===== config.mk =====
export PLATFORM = sky130hd
export DESIGN_NAME = train_sequencer_flat
export DESIGN_NICKNAME = d
export VERILOG_FILES = /design/src/rtl/train_pkg.sv /design/src/rtl/train_sequencer_if.sv /design/src/rtl/sat_acc.sv /design/src/rtl/train_sequencer.sv /design/src/flat_wrapper.sv
export SDC_FILE = /design/constraint.sdc
export NUM_CORES = 1
export LEC_CHECK = 0
export BUFFER_PORTS_ARGS = -buffer_cell sky130_fd_sc_hd__buf_2
export CAP_MARGIN = 5
export CORE_MARGIN = 2
export CORE_UTILIZATION = 30
export DETAILED_ROUTE_END_ITERATION = 16
export PLACE_DENSITY_LB_ADDON = 0.25
export REMOVE_ABC_BUFFERS = 1
export SYNTH_ARGS = -nofsm -noshare
export SYNTH_HDL_FRONTEND = slang
export SYNTH_SLANG_ARGS = --single-unit

===== constraint.sdc =====
create_clock -name clk -period 13.2 [get_ports clk]
set_clock_uncertainty 0.1 [all_clocks]
set_input_delay 0.66 -clock clk [delete_from_list [all_inputs] [get_ports clk]]
set_output_delay 0.66 -clock clk [all_outputs]
set_load 0.01 [all_outputs]

===== src/rtl/train_pkg.sv =====
// Shared types and constants for the training-loop sequencer.
package train_pkg;
  localparam int CNTW     = 16;
  localparam int ACCW_DEF = 48;
  localparam logic [ACCW_DEF-1:0] ACC_MAX = '1;

  typedef enum logic [3:0] {
    IDLE, INIT, TR_ISSUE, TR_STEP, TR_WAIT, VL_ISSUE, VL_STEP, VL_WAIT, EVAL, STORE, FIN
  } state_t;

  // Where an epoch begins: training if any, else validation, else straight to evaluation.
  function automatic state_t phase_entry(input logic tr_nz, input logic vl_nz);
    if (tr_nz) return TR_ISSUE;
    if (vl_nz) return VL_ISSUE;
    return EVAL;
  endfunction
endpackage


===== src/rtl/train_sequencer_if.sv =====
// Control, Pattern and Architecture signals of the sequencer, bundled.
interface train_sequencer_if #(
  parameter int BITS = 32,
  parameter int ACCW = BITS + 16
);
  import train_pkg::*;

  logic            go, halt;
  logic [BITS-1:0] TRAIN, VALID, EPOCH;
  logic            step_done;
  logic [BITS-1:0] err;
  logic            START, END, TR, VL, SW, step;
  logic [CNTW-1:0] epoch, sample;
  logic [ACCW-1:0] best_err;
  logic [CNTW-1:0] best_epoch;
  logic            busy;

  modport master (
    input  go, halt, TRAIN, VALID, EPOCH, step_done, err,
    output START, END, TR, VL, SW, step, epoch, sample, best_err, best_epoch, busy
  );
  modport slave (
    output go, halt, TRAIN, VALID, EPOCH, step_done, err,
    input  START, END, TR, VL, SW, step, epoch, sample, best_err, best_epoch, busy
  );
endinterface


===== src/rtl/sat_acc.sv =====
// Saturating accumulator for per-epoch validation error.
module sat_acc #(
  parameter int BITS = 32,
  parameter int ACCW = BITS + 16
) (
  input  logic            clk,
  input  logic            rst,
  input  logic            clr,
  input  logic            add_en,
  input  logic [BITS-1:0] din,
  output logic [ACCW-1:0] acc
);
  logic [ACCW:0] sum;

  assign sum = {1'b0, acc} + {{(ACCW + 1 - BITS){1'b0}}, din};

  // Clear wins over add; a carry out of the top bit pins the value at all-ones.
  always_ff @(posedge clk or posedge rst) begin
    if (rst)         acc <= '0;
    else if (clr)    acc <= '0;
    else if (add_en) acc <= sum[ACCW] ? '1 : sum[ACCW-1:0];
  end
endmodule


===== src/rtl/train_sequencer.sv =====
// Epoch/sample scheduler: drives Pattern strobes, hands samples to the
// Architecture and keeps the best validation epoch.
module train_sequencer #(
  parameter int BITS = 32,
  parameter int ACCW = BITS + 16
) (
  input logic               clk,
  input logic               rst,
  train_sequencer_if.master bus
);
  import train_pkg::*;

  state_t          state, nxt;
  logic [CNTW-1:0] n_tr, n_vl, n_ep;
  logic [ACCW-1:0] acc;
  logic            tr_nz, vl_nz, last_tr, last_vl, last_ep, better, abort, start;
  logic            acc_clr, acc_add;
  logic            unused_hi;

  // Only the low counter bits of the published counts matter.
  assign unused_hi = ^{bus.TRAIN[BITS-1:CNTW], bus.VALID[BITS-1:CNTW], bus.EPOCH[BITS-1:CNTW]};

  assign tr_nz   = n_tr != '0;
  assign vl_nz   = n_vl != '0;
  assign last_tr = ({1'b0, bus.sample} + (CNTW+1)'(1)) >= {1'b0, n_tr};
  assign last_vl = ({1'b0, bus.sample} + (CNTW+1)'(1)) >= {1'b0, n_vl};
  assign last_ep = ({1'b0, bus.epoch}  + (CNTW+1)'(1)) == {1'b0, n_ep};
  assign better  = vl_nz && (acc < bus.best_err);
  assign abort   = bus.halt && state != IDLE && state != FIN;
  assign start   = state == IDLE && bus.go;
  assign acc_clr = start || state == STORE || (state == EVAL && !better);
  assign acc_add = state == VL_WAIT && bus.step_done && !abort;

  sat_acc #(.BITS(BITS), .ACCW(ACCW)) u_acc (
    .clk(clk), .rst(rst), .clr(acc_clr), .add_en(acc_add), .din(bus.err), .acc(acc)
  );

  // Next-state decode; halt overrides every other transition.
  always_comb begin
    nxt = state;
    case (state)
      IDLE:     if (bus.go) nxt = INIT;
      INIT:     nxt = (n_ep == '0) ? FIN : phase_entry(tr_nz, vl_nz);
      TR_ISSUE: nxt = TR_STEP;
      TR_STEP:  nxt = TR_WAIT;
      TR_WAIT:  if (bus.step_done) nxt = last_tr ? phase_entry(1'b0, vl_nz) : TR_ISSUE;
      VL_ISSUE: nxt = VL_STEP;
      VL_STEP:  nxt = VL_WAIT;
      VL_WAIT:  if (bus.step_done) nxt = last_vl ? EVAL : VL_ISSUE;
      EVAL:     nxt = better ? STORE : (last_ep ? FIN : phase_entry(tr_nz, vl_nz));
      STORE:    nxt = last_ep ? FIN : phase_entry(tr_nz, vl_nz);
      FIN:      nxt = IDLE;
      default:  nxt = IDLE;
    endcase
    if (abort) nxt = FIN;
  end

  // State, counters and best-epoch tracking; strobes are decoded from the next state so each is a flop.
  always_ff @(posedge clk or posedge rst) begin
    if (rst) begin
      state          <= IDLE;
      bus.START      <= 1'b0;
      bus.TR         <= 1'b0;
      bus.VL         <= 1'b0;
      bus.SW         <= 1'b0;
      bus.END        <= 1'b0;
      bus.step       <= 1'b0;
      bus.busy       <= 1'b0;
      bus.epoch      <= '0;
      bus.sample     <= '0;
      bus.best_err   <= '1;
      bus.best_epoch <= '0;
      n_tr           <= '0;
      n_vl           <= '0;
      n_ep           <= '0;
    end else begin
      state     <= nxt;
      bus.START <= nxt == INIT;
      bus.TR    <= nxt == TR_ISSUE;
      bus.VL    <= nxt == VL_ISSUE;
      bus.SW    <= nxt == STORE;
      bus.END   <= nxt == FIN;
      bus.step  <= nxt == TR_STEP || nxt == VL_STEP;
      bus.busy  <= nxt != IDLE;
      if (start) begin
        n_tr           <= bus.TRAIN[CNTW-1:0];
        n_vl           <= bus.VALID[CNTW-1:0];
        n_ep           <= bus.EPOCH[CNTW-1:0];
        bus.epoch      <= '0;
        bus.sample     <= '0;
        bus.best_err   <= '1;
        bus.best_epoch <= '0;
      end else if (!abort) begin
        case (state)
          TR_WAIT: if (bus.step_done) bus.sample <= last_tr ? '0 : bus.sample + CNTW'(1);
          VL_WAIT: if (bus.step_done) bus.sample <= last_vl ? '0 : bus.sample + CNTW'(1);
          EVAL: begin
            if (better) begin
              bus.best_err   <= acc;
              bus.best_epoch <= bus.epoch;
            end else begin
              bus.epoch <= bus.epoch + CNTW'(1);
            end
          end
          STORE:   bus.epoch <= bus.epoch + CNTW'(1);
          default: ;
        endcase
      end
    end
  end
endmodule


===== src/flat_wrapper.sv =====
// flat-port wrapper written by rule: the top's interface ports become plain ports
module train_sequencer_flat import train_pkg::*;
#(
  parameter int BITS = 32,
  parameter int ACCW = BITS + 16
)
  (clk, rst, bus_go, bus_halt, bus_TRAIN, bus_VALID, bus_EPOCH, bus_step_done, bus_err, bus_START, bus_END, bus_TR, bus_VL, bus_SW, bus_step, bus_epoch, bus_sample, bus_best_err, bus_best_epoch, bus_busy);
  train_sequencer_if #(.BITS(BITS), .ACCW(ACCW)) bus_i ();
  input logic clk;
  input logic rst;
  input wire logic [$bits(bus_i.go)-1:0] bus_go;
  input wire logic [$bits(bus_i.halt)-1:0] bus_halt;
  input wire logic [$bits(bus_i.TRAIN)-1:0] bus_TRAIN;
  input wire logic [$bits(bus_i.VALID)-1:0] bus_VALID;
  input wire logic [$bits(bus_i.EPOCH)-1:0] bus_EPOCH;
  input wire logic [$bits(bus_i.step_done)-1:0] bus_step_done;
  input wire logic [$bits(bus_i.err)-1:0] bus_err;
  output wire logic [$bits(bus_i.START)-1:0] bus_START;
  output wire logic [$bits(bus_i.END)-1:0] bus_END;
  output wire logic [$bits(bus_i.TR)-1:0] bus_TR;
  output wire logic [$bits(bus_i.VL)-1:0] bus_VL;
  output wire logic [$bits(bus_i.SW)-1:0] bus_SW;
  output wire logic [$bits(bus_i.step)-1:0] bus_step;
  output wire logic [$bits(bus_i.epoch)-1:0] bus_epoch;
  output wire logic [$bits(bus_i.sample)-1:0] bus_sample;
  output wire logic [$bits(bus_i.best_err)-1:0] bus_best_err;
  output wire logic [$bits(bus_i.best_epoch)-1:0] bus_best_epoch;
  output wire logic [$bits(bus_i.busy)-1:0] bus_busy;
  assign bus_i.go = bus_go;
  assign bus_i.halt = bus_halt;
  assign bus_i.TRAIN = bus_TRAIN;
  assign bus_i.VALID = bus_VALID;
  assign bus_i.EPOCH = bus_EPOCH;
  assign bus_i.step_done = bus_step_done;
  assign bus_i.err = bus_err;
  assign bus_START = bus_i.START;
  assign bus_END = bus_i.END;
  assign bus_TR = bus_i.TR;
  assign bus_VL = bus_i.VL;
  assign bus_SW = bus_i.SW;
  assign bus_step = bus_i.step;
  assign bus_epoch = bus_i.epoch;
  assign bus_sample = bus_i.sample;
  assign bus_best_err = bus_i.best_err;
  assign bus_best_epoch = bus_i.best_epoch;
  assign bus_busy = bus_i.busy;
  train_sequencer #(.BITS(BITS), .ACCW(ACCW)) u_core (.clk(clk), .rst(rst), .bus(bus_i));
endmodule

==> results.cfg, run 1 <==
[power_and_ir_drop]
power_density_nw_per_um2 = 173
total_power_uw = 2700
p_leak_uw = 0.00738
ir_drop_mv = 0.113

[global_route]
grt_pass1_wl_um = 65600
antenna_found_initial = 1
grt_pass1_vias = 11771
gr-usage-all-layers = 0.174
grt_overflow = 0
grt_max_degree = 132

[setup_path]
critPathMaxFanout = 24
crit_required_ps = 13570
end_kind = flop
crit_buf_inv = 0
path_cells = ha_1, nand4_1, nor2_1, nand3_1, xnor2_1, ha_1, a211oi_1, o21ai_0, o311ai_0, a31oi_1, or3_1, nor2b_1, o21ai_0, o31ai_1
slowest_delay_ps = 770
cpMaxStageDelayCell = o311ai_0
start_kind = flop
cp_top_family = simple AND/OR/NAND/NOR gates
cp.arrival_ps = 5350
worstSetupPathType = flop to flop

[placed_design]
dp.final_hpwl_um = 29100
port_buffers = 187
routabilityCongestion = 0.827

[logic_synthesis]
syn_avg_cell_area_um2 = 8.63
synth_seq_cells = 203
synth_cell_types = 90
synthArstFlopShare = 1.00
synthFlopType = dfrtp_1
ys_seq_area_frac = 0.385
synthCells = 1549
synthesis.area_um2 = 13400
synth_edf_count = 0
ys_warn_count = 0

[die]
die_w_um = 215
top_level_ports = 236
die_area_um2 = 46300
start_util = 0.303
coreArea_um2 = 44100
rows = 77
die_h_um = 215

[clock_tree]
cts_resized = 0
cts_htree_levels = 1
clk_latency_ps = 570
hold_buffers = 0
cts_tree = done
clk_pin_slew_ps = 60
cts_root_buf = clkbuf_16
cts.sinks = 203
cts_setup_buffers = 0
clockBufferDepth = 3
numCtsBuffers = 27

[routing]
wl_um = 40600
vias = 11894
wire_per_inst_um = 17.6
viasPerCell = 5.17
detail_route.first_pass.iterations = 5
route.antenna.remaining_nets = 0
drt_iter0_drc = 717
drc = 0

[timing]
finalWorstPathRequiredPeriod_ps = 4980
min_period_over_period = 0.377
finalSetupViolCount = 0
setup_tns_ps = 0
max_slew_margin = 0.200
finalHoldViolCount = 0
hold_ws_ps = 181
maxClockFrequency_mhz = 201
rsz0062_at_grt = false
tightestPinTransition_ps = 1190
finalMaxSlewViolations = 0

[final_layout]
num-nets-final = 1934
drive_gt1_frac = 0.191
synthToLayoutAreaGrowth_pct = 16.7

[outcome]
status = completed

[worst_hold_path]
hp-class = input pin to flop

[job]
maxCapViolations = 0
cells by family (layout without fill, tap and decap cells):
kind of cell	count (synthesis)	after routing	synth area share
and+or+nand+nor	491	491	0.184
AOI/OAI and AO/OA	478	478	0.218
DFF	203	203	0.385
buffers and inverters	194	352	0.0600
adders and majority gates	114	114	0.107
xor gates and xnor gates	63	63	0.0413
muxes	6	6	0.00449
other	0	1	0
power by group:
group | total, uW | leakage, uW | switching [uW] | internal [uW]
combinational | 1040 | 0.00439 | 663 | 378
clock | 727 | 0.000419 | 294 | 432
sequential | 931 | 0.00257 | 125 | 806
total | 2700 | 0.00738 | 1080 | 1620
final timing paths:
check                                       start                      to  slack, ps  cells past startpoint
max                          u_core.bus.sample[0]   u_core.bus.sample[14]       8220                     14
min                                  bus_EPOCH[9]          u_core.n_ep[9]        180                      3
max reg2reg                  u_core.bus.sample[0]   u_core.bus.sample[14]       8220                     14
min reg2reg                u_core.bus.best_err[0]  u_core.bus.best_err[0]        370                      2
max in group asynchronous                     rst           u_core.bus.VL      11170                      3
min in group asynchronous                     rst        u_core.bus.START        200                      2
worst reg2reg max path, stage by stage (launching register included):
cell	delay (ps)
dfrtp_1	530
ha_1	370
nand4_1	130
nor2_1	440
nand3_1	230
xnor2_1	320
ha_1	320
a211oi_1	280
o21ai_0	120
o311ai_0	770
a31oi_1	170
or3_1	710
nor2b_1	210
o21ai_0	90
o31ai_1	100
Yosys cell counts (4+ instances only):
| master | count | area share |
|---|---|---|
| a211oi_1 | 17 | 0.0095 |
| a21o_1 | 22 | 0.012 |
| a21oi_1 | 91 | 0.034 |
| a221oi_1 | 4 | 0.0026 |
| a22oi_1 | 5 | 0.0028 |
| a31o_2 | 17 | 0.011 |
| a31oi_1 | 27 | 0.013 |
| and2_1 | 10 | 0.0047 |
| and3_1 | 20 | 0.0094 |
| and4_1 | 7 | 0.0046 |
| buf_1 | 4 | 0.0011 |
| buf_2 | 16 | 0.0060 |
| clkbuf_1 | 60 | 0.017 |
| dfrtp_1 | 155 | 0.29 |
| dfstp_2 | 48 | 0.094 |
| ha_1 | 113 | 0.11 |
| inv_1 | 106 | 0.030 |
| mux2i_1 | 6 | 0.0045 |
| nand2_1 | 192 | 0.054 |
| nand2b_1 | 20 | 0.0094 |
| nand3_1 | 48 | 0.018 |
| nand4_1 | 32 | 0.015 |
| nor2_1 | 70 | 0.020 |
| nor2b_1 | 12 | 0.0056 |
| nor3_1 | 16 | 0.0060 |
| nor4_1 | 25 | 0.012 |
| o211ai_1 | 13 | 0.0073 |
| o21ai_0 | 207 | 0.078 |
| o21ai_1 | 6 | 0.0022 |
| o311a_1 | 4 | 0.0030 |
| o31ai_1 | 15 | 0.0084 |
| or3_1 | 10 | 0.0047 |
| xnor2_1 | 33 | 0.022 |
| xor2_1 | 30 | 0.020 |
routing by layer:
metal | part of all wire | track usage | vias to the layer above
li1 | - | - | 5848
met1 | 0.48 | 0.248 | 5723
met2 | 0.45 | 0.276 | 271
met3 | 0.050 | 0.0270 | 52
met4 | 0.019 | 0.0411 | 0
met5 | 0 | 0 | -
layout make-up:
cell class	count	area, um^2
diodes	1	2.50
clock buffers	46	807
clock inverters	3	55.1
fillers	4672	28500
inverters	106	407
multi-input cells	1152	7430
flip-flops and latches	203	5140
well taps	592	741
repair buffers	197	1010
metrics by stage:
step            util  cells  cell area, um^2  worst slack, ps
2_1_floorplan      -   1461            13000             6980
3_3_place_gp   0.334   2250            14700             8400
3_5_place_dp   0.334   2250            14700             8260
4_1_cts        0.353   2299            15600             8200
5_1_grt        0.353   2300            15600             7750
6_report       0.353   2300            15600             8220
state kept, by name, summed over array words and instances (netlist names):
register and cells:
u_core.bus.SW 1, u_core.n_ep 16, u_core.bus.START 1, u_core.bus.END 1
u_core.bus.sample 16, u_core.bus.TR 1, u_core.bus.best_epoch 16, u_core.n_tr 16
u_core.u_acc.acc 48, u_core.bus.VL 1, u_core.n_vl 16, u_core.bus.busy 1
u_core.state 4, u_core.bus.best_err 48, u_core.bus.step 1, u_core.bus.epoch 16
cells in the final DEF, fill, tap and decap left out, drive strengths merged, types with 6 or more instances in the layout:
cell and n:
o21ai 213, buf 197, nand2 192, dfrtp 155, ha 113, inv 106
a21oi 92, nor2 71, nand3 49, dfstp 48, clkbuf 46, nand4 34
xnor2 33, xor2 30, a31oi 27, nor4 27, a21o 22, and3 22
nand2b 20, nor3 19, a211oi 18, a31o 17, o31ai 15, o211ai 13
nor2b 12, or3 10, and2 10, and4 8, mux2i 6
No activity file was read; power rests on OpenSTA's default activity.
==> run 2, diff against run 1 <==
==> constraint.sdc (replaced) <==
create_clock -name clk -period 4.4 [get_ports clk]
set_clock_uncertainty 0.1 [all_clocks]
set_input_delay 0.22 -clock clk [delete_from_list [all_inputs] [get_ports clk]]
set_output_delay 0.22 -clock clk [all_outputs]
set_load 0.01 [all_outputs]
==> run 2 against run 1 <==
  * Via count increased by 2.1%
  * Sequential cell count stayed put
  * Critical path depth rose by 4
  * Sequential share of layout area is 1.6 points lower
  * Die area unchanged
  * Critical path type unchanged
  * Highest routed layer unchanged
==> results.cfg, run 2 (synthesis gave the netlist of run 1 again) <==
[setup_path]
cpMaxStageDelayCell = dfrtp_2
path_cells = and3_1, and3_1, and3_2, and3_1, and3_1, xor2_2, ha_1, nand4_1, nor4_1, a311o_1, nor3_1, buf_4, o311a_2, nor4_1, nor4_4, buf_4, or2_1, mux2i_1
start_kind = flop
crit_required_ps = 4790
cp.arrival_ps = 4570
end_kind = flop
critPathMaxFanout = 6
cp_common_cell = and3_1
worstSetupPathType = flop to flop
slowest_delay_ps = 440

[clock_tree]
cts_tree = done
numCtsBuffers = 27
clk_pin_slew_ps = 60
cts.sinks = 203
cts_root_buf = clkbuf_16
clk_latency_ps = 570
clockBufferDepth = 3
cts_htree_levels = 1

[final_layout]
top_regs = u_core.bus.best_err (48), u_core.u_acc.acc (48)
num-nets-final = 2004
synthToLayoutAreaGrowth_pct = 22.8
final_common_cell = o21ai_0
layout_common_cells = 207 x o21ai_0, 192 x nand2_1, 187 x buf_2
stdcell_count = 2371
drive_gt1_frac = 0.204

[global_route]
gr-usage-all-layers = 0.173
antenna_found_initial = 0
grt_pass1_vias = 11978
grt_max_degree = 137
grt_overflow = 0
grt_pass1_wl_um = 65500

[die]
coreArea_um2 = 44100
die_h_um = 215
die_area_um2 = 46300
start_util = 0.303
die_w_um = 215
rows = 77
top_level_ports = 236

[routing]
wl_um = 41000
vias = 12144
viasPerCell = 5.12
route.antenna.remaining_nets = 0
detail_route.first_pass.iterations = 5
wire_per_inst_um = 17.3
drc = 0
drt_iter0_drc = 677

[timing]
hold_ws_ps = 97.7
maxClockFrequency_mhz = 240
finalWorstPathRequiredPeriod_ps = 4180
tightestPinTransition_ps = 1050
min_period_over_period = 0.949
finalHoldViolCount = 0
finalMaxSlewViolations = 0
finalSetupViolCount = 0
rsz0062_at_grt = false
setup_tns_ps = 0
max_slew_margin = 0.300

[power_and_ir_drop]
ir_drop_mv = 0.342
intPower_uw = 5050
sequentialPowerShare = 0.333
switching_share = 0.395
p_leak_uw = 0.00776
power_density_nw_per_um2 = 508
switchingPower_uw = 3290
p_comb_frac = 0.390
clkPwrFrac = 0.277

[placed_design]
port_buffers = 187
routabilityCongestion = 0.854
dp.final_hpwl_um = 29600
dp.cells = 2267

[outcome]
status = completed

[job]
maxCapViolations = 0

[worst_hold_path]
hp-class = input pin to flop
run 2: path summary, 6_finish.rpt:
| check | from | endpoint | slack, ps | cells after the start |
|---|---|---|---|---|
| worst min register to register | u_core.bus.best_err[0] | u_core.bus.best_err[0] | 370 | 2 |
| worst min-delay path | bus_err[29] | u_core.u_acc.acc[29] | 100 | 4 |
| min in group asynchronous | rst | u_core.bus.START | 260 | 3 |
| worst max-delay path | u_core.bus.sample[3] | u_core.bus.step | 220 | 18 |
| max in group asynchronous | rst | u_core.bus.best_err[45] | 2910 | 4 |
| worst max register to register | u_core.bus.sample[3] | u_core.bus.step | 220 | 18 |
run 2: critical path: cells and delay by family, from the launching register on:
kind            cells  cell delay [ps]
compound gates      2              540
xor+xnor            1              170
fa+ha+maj           1              300
buf+inv             2              310
flops               1              440
mux                 1              120
simple gates       11             2120
run 2: metrics by stage:
stage	utilization	cell area, um^2	power (uW)	worst slack (ps)
floorplan	-	13000	4830	-1380
global route	0.372	16400	9000	5.08
finish	0.372	16400	8340	225
CTS	0.370	16300	8430	115
detailed placement	0.338	14900	6020	151
global placement	0.338	14900	5980	237
run 2: final cells by class:
type | count | area [um^2]
Multi-Input combinational cell | 1152 | 7470
Tap cell | 592 | 741
Timing Repair Buffer | 267 | 1710
Inverter | 106 | 407
Clock buffer | 41 | 818
Clock inverter | 9 | 113
Sequential cell | 203 | 5140
Antenna cell | 1 | 2.50
Fill cell | 4615 | 27700
run 2: power groups by stage:
stage | clock [uW] | sequential, uW | combinational [uW]
6_report | 2310 | 2770 | 3250
5_1_grt | 2460 | 2850 | 3700
2_1_floorplan | 0 | 2820 | 2010
3_3_place_gp | 0 | 2800 | 3180
3_5_place_dp | 0 | 2810 | 3220
4_1_cts | 2370 | 2780 | 3270
run 2: layer usage:
layer	share of wire	GRT usage	vias to the layer above
li1	-	-	5996
met1	0.49	0.245	5825
met2	0.45	0.279	266
met3	0.042	0.0222	57
met4	0.022	0.0464	0
met5	0	0	-
run 2: timing repair:
item                       CTS  global route
gates resized for setup      0            10
hold endpoints to repair   161             0
hold buffers                52             0
setup buffers                0             1
setup endpoints to repair    0            18
==> run 3, diff against run 2 <==
--- a/config.mk
+++ b/config.mk
@@ -11,6 +11,7 @@
 export CORE_UTILIZATION = 30
 export DETAILED_ROUTE_END_ITERATION = 16
 export PLACE_DENSITY_LB_ADDON = 0.25
+export RECOVER_POWER = 25
 export REMOVE_ABC_BUFFERS = 1
 export SYNTH_ARGS = -nofsm -noshare
 export SYNTH_HDL_FRONTEND = slang
==> run 3 against run 2 <==
  * The run now ends with capacitance limit, slew limit left
  * Clock power about the same
  * Final cell count about the same
  * Sequential power about the same
  * Hold slack better by 4.0 ps
  * Critical path type unchanged
  * Critical endpoint unchanged
  * Sequential cell count unchanged
  * Die area unchanged
  * Routed wire length down 0.13%
  * Via count about the same
  * Setup slack better by 0.63 ps
  * Non-clock buffer count unchanged
==> results.cfg, run 3 (synthesis gave the netlist of run 1 again) <==
[outcome]
status = finished, violations left
violations = capacitance limit, slew limit

[power_and_ir_drop]
clkPwrFrac = 0.278
switching_share = 0.395
sequentialPowerShare = 0.333
power_density_nw_per_um2 = 509
p_comb_frac = 0.390
intPower_uw = 5050
p_leak_uw = 0.00773
ir_drop_mv = 0.344
switchingPower_uw = 3290

[setup_path]
cp.arrival_ps = 4560
r2r-end = u_core.bus.step
path_cells = and3_1, and3_1, and3_2, and3_1, and3_1, xor2_2, ha_1, nand4_1, nor4_1, a311o_1, nor3_1, buf_4, o311a_2, nor4_1, nor4_4, buf_4, or2_1, mux2i_1
cp_common_cell = and3_1
rrSetupSlack_ps = 230
crit_buf_inv = 2
slowest_delay_ps = 440
path_depth = 18
cp_top_family = simple AND/OR/NAND/NOR gates
critPathMaxFanout = 6
crit_path_end = u_core.bus.step
end_kind = flop
start_kind = flop
cpMaxStageDelayCell = dfrtp_2
worstSetupPathType = flop to flop
reg2reg_depth = 18
crit_start = u_core.bus.sample[3]
crit_required_ps = 4790
regToRegStartpoint = u_core.bus.sample[3]

[die]
die_w_um = 215
coreArea_um2 = 44100
die_area_um2 = 46300
top_level_ports = 236
rows = 77
start_util = 0.303
die_h_um = 215

[final_layout]
num-nets-final = 2004
fin_area_um2 = 16400
drive_gt1_frac = 0.200
fillCellCount = 4619
diodes = 0
layout_common_cells = 207 x o21ai_0, 192 x nand2_1, 180 x buf_2
final_common_cell = o21ai_0
synthToLayoutAreaGrowth_pct = 22.6
top_regs = u_core.bus.best_err (48), u_core.u_acc.acc (48)
stdcell_count = 2370

[routing]
wire_per_inst_um = 17.3
detail_route.first_pass.iterations = 5
vias = 12149
route.antenna.remaining_nets = 0
viasPerCell = 5.13
drc = 0
drt_iter0_drc = 714
wl_um = 41000

[placed_design]
dp.final_hpwl_um = 29600
placed_cell_area_um2 = 14900
post-place-ws_ps = 151
dp.cells = 2267
routabilityCongestion = 0.854
port_buffers = 187

[global_route]
grt_pass1_wl_um = 65500
grt_max_degree = 137
antenna_found_initial = 0
grt_overflow = 0
gr-usage-all-layers = 0.173
grt_pass1_vias = 11978

[timing]
min_period_over_period = 0.949
rsz0062_at_grt = false
finalSetupViolCount = 0
maxClockFrequency_mhz = 240
setup_ws_ps = 226
max_slew_margin = -1.03
finalWorstPathRequiredPeriod_ps = 4170
tightestPinTransition_ps = 3050
finalMaxSlewViolations = 136
finalHoldViolCount = 0

[clock_tree]
numCtsBuffers = 27
cts_htree_levels = 1
cts.sinks = 203
cts_tree = done
cts_root_buf = clkbuf_16
clockBufferDepth = 3
clk_latency_ps = 570
clk_pin_slew_ps = 60

[worst_hold_path]
hp-class = input pin to flop

[job]
maxCapViolations = 1
[run 3: power by group through the flow]
stage	logic [uW]	registers, uW	clock network (uW)
after floorplan	2010	2820	0
after global routing	3690	2850	2460
after CTS	3270	2780	2370
final	3250	2770	2310
after global placement	3180	2800	0
after detailed placement	3220	2810	0
[run 3: worst min path at each step]
stage / startpoint / to / slack (ps) / depth (start not counted)
6_report: bus_err[29] / u_core.u_acc.acc[29] / 100 / 4
2_1_floorplan: bus_EPOCH[0] / u_core.n_ep[0] / 230 / 2
5_1_grt: bus_err[29] / u_core.u_acc.acc[29] / 80 / 4
4_1_cts: bus_err[29] / u_core.u_acc.acc[29] / 70 / 4
3_5_place_dp: bus_EPOCH[9] / u_core.n_ep[9] / 320 / 3
3_3_place_gp: bus_EPOCH[9] / u_core.n_ep[9] / 320 / 3
[run 3: timing repair]
action	CTS	global route
setup buffers	0	1
endpoints found under the hold margin	161	0
endpoints found under the setup margin	0	18
resized for setup	0	10
hold buffers	52	0
[run 3: layout make-up]
cell class                      count  area [um^2]  share of cell area
Clock buffer                       41          818              0.0499
Clock inverter                      9          113             0.00687
Inverter                          106          403              0.0246
Multi-Input combinational cell   1152         7470               0.456
Sequential cell                   203         5140               0.314
Tap cell                          592          741              0.0452
Timing Repair Buffer              267         1700               0.104
[run 3: metrics by stage]
step / TNS, ps / power [uW] / util / hold WS (ps)
after floorplan: -216070 / 4830 / - / 225
after global placement: 0 / 5980 / 0.338 / 321
after detailed placement: 0 / 6020 / 0.338 / 319
after CTS: 0 / 8430 / 0.370 / 70.6
after global routing: 0 / 9000 / 0.371 / 76.8
final: 0 / 8340 / 0.371 / 102
[run 3: worst reg2reg max path: cells and delay by family, from the launching register on]
family	cells	cell delay, ps
xor+xnor	1	170
flops	1	440
simple gates	11	2130
compound gates	2	540
mux	1	120
buf+inv	2	310
fa+ha+maj	1	300
[run 3: per-layer routing]
metal / track usage / up-vias / share of wire
met5: 0 / - / 0
met4: 0.0464 / 0 / 0.021
met3: 0.0222 / 55 / 0.041
met2: 0.279 / 264 / 0.45
met1: 0.245 / 5837 / 0.49
li1: - / 5993 / -
